`src/rtl/vmem_beat_adapter_pkg.sv`:
```
// Shared vector-memory definitions: adapter FSM encoding and helpers that
// derive beat count, beat size and beat-index width from the widths.
package vmem_beat_adapter_pkg;

    typedef enum logic [1:0] {
        IDLE = 2'd0,
        RD   = 2'd1,
        WR   = 2'd2,
        RESP = 2'd3
    } vmem_state_e;

    function automatic int beat_count(input int vlen, input int beat_w);
        return vlen / beat_w;
    endfunction

    function automatic int beat_bytes(input int beat_w);
        return beat_w / 8;
    endfunction

    function automatic int beat_idx_w(input int n);
        return (n > 1) ? $clog2(n) : 1;
    endfunction

    function automatic bit is_pow2(input int v);
        return (v > 0) && ((v & (v - 1)) == 0);
    endfunction

endpackage

```
`src/rtl/vmem_beat_adapter.sv`:
```
// Splits one VLEN-wide vector load/store into BEAT_W-wide memory beats and
// returns a single response; misaligned requests are rejected with resp_err.
module vmem_beat_adapter
    import vmem_beat_adapter_pkg::*;
#(
    parameter int VLEN   = 256,
    parameter int BEAT_W = 64,
    parameter int ADDR_W = 32
) (
    input  logic              clk,
    input  logic              rst,
    input  logic              req_valid,
    output logic              req_ready,
    input  logic              req_we,
    input  logic [ADDR_W-1:0] req_addr,
    input  logic [VLEN-1:0]   req_wdata,
    input  logic [VLEN-1:0]   req_wmask,
    output logic              resp_valid,
    input  logic              resp_ready,
    output logic [VLEN-1:0]   resp_rdata,
    output logic              resp_err,
    output logic              mem_ren,
    output logic [ADDR_W-1:0] mem_raddr,
    input  logic [BEAT_W-1:0] mem_rdata,
    output logic              mem_wen,
    output logic [ADDR_W-1:0] mem_waddr,
    output logic [BEAT_W-1:0] mem_wdata,
    output logic [BEAT_W-1:0] mem_wmask,
    output vmem_state_e       dbg_state
);

    localparam int N        = beat_count(VLEN, BEAT_W);
    localparam int B        = beat_bytes(BEAT_W);
    localparam int IW       = beat_idx_w(N);
    localparam int BEAT_SH  = $clog2(B);
    localparam int ALIGN_SH = $clog2(VLEN / 8);

    generate
        if (N < 2 || !is_pow2(N) || BEAT_W < 8 || !is_pow2(BEAT_W) || N * BEAT_W != VLEN)
        begin : g_bad_cfg
            $error("vmem_beat_adapter: unsupported VLEN/BEAT_W combination");
        end
    endgenerate

    vmem_state_e       state, state_next;
    logic [IW-1:0]     cnt, cnt_next, sel, cap_idx;
    logic              cap_valid, ready_en, more, accept, misaligned;
    logic [ADDR_W-1:0] base_q;
    logic [VLEN-1:0]   wdata_q, wmask_q, rdata_q;
    logic              err_q;
    logic [N-1:0]      nz;

    assign accept     = req_valid && req_ready;
    assign misaligned = (req_addr[ALIGN_SH-1:0] != '0);
    // Read data lags its strobe by one cycle, so the beat landing now is cnt-1.
    assign cap_idx    = cnt - 1'b1;

    // Lowest nonzero-mask beat at or above cnt, and whether any follow it.
    always_comb begin
        nz   = '0;
        sel  = '0;
        more = 1'b0;
        for (int k = 0; k < N; k++) nz[k] = |wmask_q[k*BEAT_W +: BEAT_W];
        for (int k = N - 1; k >= 0; k--) begin
            if (nz[k] && IW'(k) >= cnt) sel = IW'(k);
        end
        for (int k = 0; k < N; k++) begin
            if (nz[k] && IW'(k) > sel) more = 1'b1;
        end
    end

    always_comb begin
        state_next = state;
        cnt_next   = cnt;
        mem_ren    = 1'b0;
        mem_wen    = 1'b0;
        case (state)
            IDLE: begin
                cnt_next = '0;
                if (accept) begin
                    if (misaligned)      state_next = RESP;
                    else if (!req_we)    state_next = RD;
                    else if (|req_wmask) state_next = WR;
                    else                 state_next = RESP;
                end
            end
            RD: begin
                // cnt wraps to 0 after the last strobe; that cycle only captures.
                mem_ren = !(cap_valid && cnt == '0);
                if (mem_ren) cnt_next = cnt + 1'b1;
                else         state_next = RESP;
            end
            WR: begin
                mem_wen = 1'b1;
                if (more) begin
                    cnt_next = sel + 1'b1;
                end else begin
                    cnt_next   = '0;
                    state_next = RESP;
                end
            end
            RESP: begin
                if (resp_ready) state_next = IDLE;
            end
            default: state_next = IDLE;
        endcase
    end

    always_ff @(posedge clk or negedge rst) begin
        if (!rst) begin
            state <= IDLE;
            cnt   <= '0;
        end else begin
            state <= state_next;
            cnt   <= cnt_next;
        end
    end

    always_ff @(posedge clk or negedge rst) begin
        if (!rst) begin
            ready_en  <= 1'b0;
            cap_valid <= 1'b0;
            base_q    <= '0;
            wdata_q   <= '0;
            wmask_q   <= '0;
            rdata_q   <= '0;
            err_q     <= 1'b0;
        end else begin
            ready_en  <= 1'b1;
            cap_valid <= mem_ren;
            if (accept) begin
                base_q  <= req_addr >> BEAT_SH;
                wdata_q <= req_wdata;
                wmask_q <= req_wmask;
                rdata_q <= '0;
                err_q   <= misaligned;
            end else if (state == RD && cap_valid) begin
                rdata_q[int'(cap_idx)*BEAT_W +: BEAT_W] <= mem_rdata;
            end
        end
    end

    assign req_ready  = (state == IDLE) && ready_en;
    assign resp_valid = (state == RESP);
    assign resp_err   = err_q;
    assign resp_rdata = rdata_q;
    assign mem_raddr  = base_q + ADDR_W'(cnt);
    assign mem_waddr  = base_q + ADDR_W'(sel);
    assign mem_wdata  = wdata_q[int'(sel)*BEAT_W +: BEAT_W];
    assign mem_wmask  = mem_wen ? wmask_q[int'(sel)*BEAT_W +: BEAT_W] : '0;
    assign dbg_state  = state;

endmodule

```
`config.mk`:
```
export PLATFORM = sky130hd
export DESIGN_NAME = vmem_beat_adapter
export DESIGN_NICKNAME = d
export VERILOG_FILES = /design/src/rtl/vmem_beat_adapter_pkg.sv /design/src/rtl/vmem_beat_adapter.sv
export SDC_FILE = /design/constraint.sdc
export NUM_CORES = 1
export LEC_CHECK = 0
export CAP_MARGIN = 20
export CORE_AREA = 2 2 418 420
export CTS_CLUSTER_SIZE = 16
export DETAILED_ROUTE_END_ITERATION = 12
export DIE_AREA = 0 0 420 422
export GPL_TIMING_DRIVEN = 0
export HOLD_SLACK_MARGIN = 0.06
export SLEW_MARGIN = 25
export SYNTH_ARGS = -nofsm -noshare
export SYNTH_HDL_FRONTEND = slang
export SYNTH_SLANG_ARGS = --single-unit
```
`constraint.sdc`:
```
create_clock -name clk -period 11.6 [get_ports clk]
set_input_delay 2.32 -clock clk [delete_from_list [all_inputs] [get_ports clk]]
set_output_delay 2.32 -clock clk [all_outputs]
set_load 0.03 [all_outputs]
```
==> flow_results.xml <==
<?xml version="1.0" encoding="UTF-8"?>
<metrics>
  <group name="outcome">
    <metric name="run_status" unit="">complete, no violations</metric>
  </group>
  <group name="logic_synthesis">
    <metric name="avgSynthCellArea" unit="um2">9.387</metric>
    <metric name="synth_seq_area_share" unit="">0.5606</metric>
    <metric name="synth-async-reset-ratio" unit="">1.000</metric>
    <metric name="synthTopCellsByArea" unit="">sky130_fd_sc_hd__dfrtp_1, sky130_fd_sc_hd__nand2_1, sky130_fd_sc_hd__mux2i_1</metric>
    <metric name="netlist_instances" unit="">3823</metric>
    <metric name="yosys_reg_bits" unit="">804</metric>
    <metric name="synth_enable_flop_cells" unit="">0</metric>
    <metric name="synth_top_area_cell" unit="">sky130_fd_sc_hd__dfrtp_1</metric>
    <metric name="ys_warn_count" unit="">0</metric>
    <metric name="ys_types" unit="">43</metric>
    <metric name="synth-main-ff-cell" unit="">sky130_fd_sc_hd__dfrtp_1</metric>
    <metric name="synth_area" unit="mm2">0.03589</metric>
    <metric name="yosysTopAreaCellShare" unit="">0.5606</metric>
  </group>
  <group name="sta">
    <metric name="unrepaired_setup_endpoints_after_global_routing" unit="">no</metric>
    <metric name="timing_max_transition_violations_final" unit="">0</metric>
    <metric name="finalClockSkew" unit="ps">34.39</metric>
    <metric name="hold-worst-slack" unit="ps">473.0</metric>
    <metric name="max_freq" unit="GHz">0.1129</metric>
    <metric name="max_slew_margin" unit="">0.1867</metric>
    <metric name="layout_min_cycle_time" unit="ps">8856</metric>
    <metric name="setup_viol_count_final" unit="">0</metric>
    <metric name="worst_slew_pin_slew" unit="ps">1209</metric>
    <metric name="final-hold-violation-count" unit="">0</metric>
    <metric name="final_min_period_over_clock_period" unit="">0.7635</metric>
    <metric name="timing.setup.tns" unit="ps">0</metric>
    <metric name="post-route-worst-setup-slack" unit="ps">2744</metric>
  </group>
  <group name="floorplan">
    <metric name="fp.dieH" unit="um">422</metric>
    <metric name="number_of_primary_i_o_pins" unit="">1068</metric>
    <metric name="initial_core_util" unit="">0.2076</metric>
    <metric name="std_cell_rows" unit="">153</metric>
    <metric name="die_outline_area" unit="mm2">0.1772</metric>
    <metric name="floorplan_die_width" unit="um">420</metric>
    <metric name="design.core.area" unit="mm2">0.1729</metric>
  </group>
  <group name="setup_path">
    <metric name="worst_endpoint_data_arrival_time" unit="ps">6540</metric>
    <metric name="worstSetupPathType" unit="">reg2out</metric>
    <metric name="critical_path_start_type" unit="">flip-flop</metric>
    <metric name="endpoint_kind" unit="">output port</metric>
    <metric name="crit_chain" unit="">nor4_1 &gt; nand4_1 &gt; nor4_2 &gt; nand2_1 &gt; nand3_1 &gt; buf_2 &gt; buf_4 &gt; inv_2 &gt; ha_1 &gt; a21o_1 &gt; nand2_1 &gt; nor3_1 &gt; nand3_1 &gt; xnor2_1 &gt; clkdlybuf4s50_1</metric>
    <metric name="cp_slowest_cell" unit="">sky130_fd_sc_hd__nor3_1</metric>
    <metric name="crit_fanout" unit="">10</metric>
    <metric name="critPathRequiredTime" unit="ps">9280</metric>
    <metric name="worst_setup_startpoint" unit="">wmask_q[208]</metric>
    <metric name="r2r.worst_path.cells" unit="">13</metric>
    <metric name="r2r_end" unit="">cnt[1]</metric>
    <metric name="worstReg2RegStart" unit="">wmask_q[208]</metric>
    <metric name="stage_delay_of_the_slowest_cell_on_the_critical_path" unit="ps">810</metric>
    <metric name="last_element_of_the_critical_path" unit="">mem_waddr[13]</metric>
    <metric name="r2r_setup_slack" unit="ps">6780</metric>
  </group>
  <group name="layout">
    <metric name="layout.area.seq" unit="mm2">0.02012</metric>
    <metric name="nFillCells" unit="">18140</metric>
    <metric name="drive_gt1_frac" unit="">0.04958</metric>
    <metric name="multi_input_comb_area" unit="mm2">0.01460</metric>
    <metric name="mostFrequentLayoutCell" unit="">sky130_fd_sc_hd__nand2_1</metric>
    <metric name="layout.nets" unit="">5636</metric>
    <metric name="syn2layout_area_growth" unit="%">48.88</metric>
    <metric name="mostFrequentLayoutCells" unit="">sky130_fd_sc_hd__nand2_1, sky130_fd_sc_hd__clkdlybuf4s50_1, sky130_fd_sc_hd__dfrtp_1</metric>
  </group>
  <group name="drt">
    <metric name="routed_wire_length" unit="mm">216.4</metric>
    <metric name="avgViaCountPerCell" unit="">4.802</metric>
    <metric name="num_vias" unit="">35760</metric>
    <metric name="drtAntennaViolNets" unit="">0</metric>
    <metric name="route.detailed.drc" unit="">0</metric>
    <metric name="initialDrtViolationCount" unit="">3571</metric>
    <metric name="routed_wire_length_per_instance" unit="um">29.06</metric>
    <metric name="detailedRoute.firstPassIterationCount" unit="">6</metric>
  </group>
  <group name="placement">
    <metric name="gp_congestion" unit="">0.9685</metric>
    <metric name="place_ws" unit="ps">3462</metric>
    <metric name="place.port_buffers" unit="">1063</metric>
    <metric name="detailedPlacementHpwl" unit="mm">175.0</metric>
  </group>
  <group name="flow_run">
    <metric name="max_cap_violations" unit="">0</metric>
  </group>
  <group name="global_routing">
    <metric name="number_of_global_route_vias_before_repair" unit="">36010</metric>
    <metric name="wire_length_of_the_first_global_routing_pass" unit="mm">292.7</metric>
    <metric name="grt_antenna_before_repair" unit="">63</metric>
    <metric name="overall_overflow_remaining_after_global_route" unit="">0</metric>
    <metric name="grt_start_max_net_pins" unit="">140</metric>
    <metric name="grtUsageTotal" unit="">0.2365</metric>
  </group>
  <group name="power_and_ir_drop">
    <metric name="power.density_cell_area" unit="mW/mm2">269.5</metric>
    <metric name="ir_drop" unit="uV">131.2</metric>
    <metric name="power.leakage" unit="nW">24.50</metric>
  </group>
  <group name="clocking">
    <metric name="clkLatencyLatePin" unit="ps">710</metric>
    <metric name="cts_repair_resize_count" unit="">0</metric>
    <metric name="cts-buffers-inserted" unit="">98</metric>
    <metric name="postCtsSetupBuffers" unit="">0</metric>
    <metric name="cts_tree" unit="">built</metric>
    <metric name="postCtsHoldBufs" unit="">0</metric>
    <metric name="cts-root-to-sink-buffers" unit="">3</metric>
    <metric name="htree_num_levels" unit="">3</metric>
    <metric name="clock-sinks" unit="">804</metric>
    <metric name="clk_pin_slew_worst_paths" unit="ps">60</metric>
    <metric name="cts_root_buf" unit="">sky130_fd_sc_hd__clkbuf_16</metric>
  </group>
  <group name="hold_path">
    <metric name="min_path_type" unit="">reg2reg</metric>
    <metric name="timing.hold.worst_path_depth" unit="">2</metric>
  </group>
</metrics>
## worst min-delay path by stage
stage	startpoint	to	slack [ps]
after floorplan	wdata_q[128]	wdata_q[128]	440
after global placement	wdata_q[105]	wdata_q[105]	460
after detailed placement	wdata_q[168]	wdata_q[168]	460
after CTS	wdata_q[177]	wdata_q[177]	480
after global routing	wdata_q[172]	wdata_q[172]	490
final	wdata_q[113]	wdata_q[113]	470
## metal layers
layer,global-route usage,wire length [um],up-vias
li1,-,-,15540
met1,0.2697,80190,18030
met2,0.4060,108000,1772
met3,0.05426,15630,419
met4,0.1306,12580,2
met5,0,12,-
## worst max-delay path: cells and delay by family, from the launching register on
kind            cells  cell delay, ps
simple gates        8            3230
buf+inv             4            1520
flops               1             420
fa+ha+maj           1             310
xor+xnor            1             220
compound gates      1             100
## final cells by class
class                   count  area share
well taps                2325     0.05445
flip-flops and latches    804      0.3766
plain buffers             285     0.02211
multi-input cells        2724      0.2734
clock buffers             134     0.05349
inverters                  13   0.0009134
clock inverters            46     0.01206
diodes                     39    0.001827
repair buffers           1077      0.2052
## logic make-up (layout without fill, tap and decap cells)
family,after synthesis,after routing,share of synthesized area
buf+inv,298,1555,0.03389
xor+xnor,54,54,0.01318
flops,804,804,0.5607
simple gates,1981,1981,0.2235
fa+ha+maj,20,20,0.007392
other cells,2,44,0.0002093
compound gates,470,470,0.1070
mux,194,194,0.05411
## through the flow
stage / utilization / std cells / power, mW / area [um2]
floorplan: - / 3826 / 7.805 / 35900
global placement: 0.2860 / 7214 / 10.97 / 49450
detailed placement: 0.2882 / 7228 / 11.04 / 49830
CTS: 0.3085 / 7408 / 14.44 / 53330
global route: 0.3090 / 7444 / 15.02 / 53420
finish: 0.3091 / 7447 / 14.40 / 53430
## sequential cells by signal, indices dropped and copies added, names as in the netlist, 2 cells and up
name,count
resp_rdata,256
wdata_q,256
wmask_q,256
base_q,29
cnt,2
dbg_state,2
## power breakdown
part	internal (mW)	total, mW	switching, mW
Clock	1.97	3.35	1.38
Sequential	3.88	4.86	0.985
Combinational	2.22	6.18	3.96
Total	8.06	14.4	6.33
## synth_stat cells, types with 4 or more instances
cell type                  instances
sky130_fd_sc_hd__buf_4            19
sky130_fd_sc_hd__and3_1            7
sky130_fd_sc_hd__nand2_1        1658
sky130_fd_sc_hd__xnor2_1          32
sky130_fd_sc_hd__buf_1             6
sky130_fd_sc_hd__and4_1            4
sky130_fd_sc_hd__nand3_1          17
sky130_fd_sc_hd__o221ai_1         65
sky130_fd_sc_hd__nor3_1            5
sky130_fd_sc_hd__nor2_1           94
sky130_fd_sc_hd__buf_2            21
sky130_fd_sc_hd__nand4_1          46
sky130_fd_sc_hd__ha_1             18
sky130_fd_sc_hd__dfrtp_1         804
sky130_fd_sc_hd__inv_1            11
sky130_fd_sc_hd__a32o_1          192
sky130_fd_sc_hd__o22ai_1          66
sky130_fd_sc_hd__a21oi_1          70
sky130_fd_sc_hd__mux2i_1         194
sky130_fd_sc_hd__clkbuf_1        239
sky130_fd_sc_hd__xor2_1           22
sky130_fd_sc_hd__nor4_1          133
sky130_fd_sc_hd__a22oi_1          64
(Power assumes the default switching activity.)
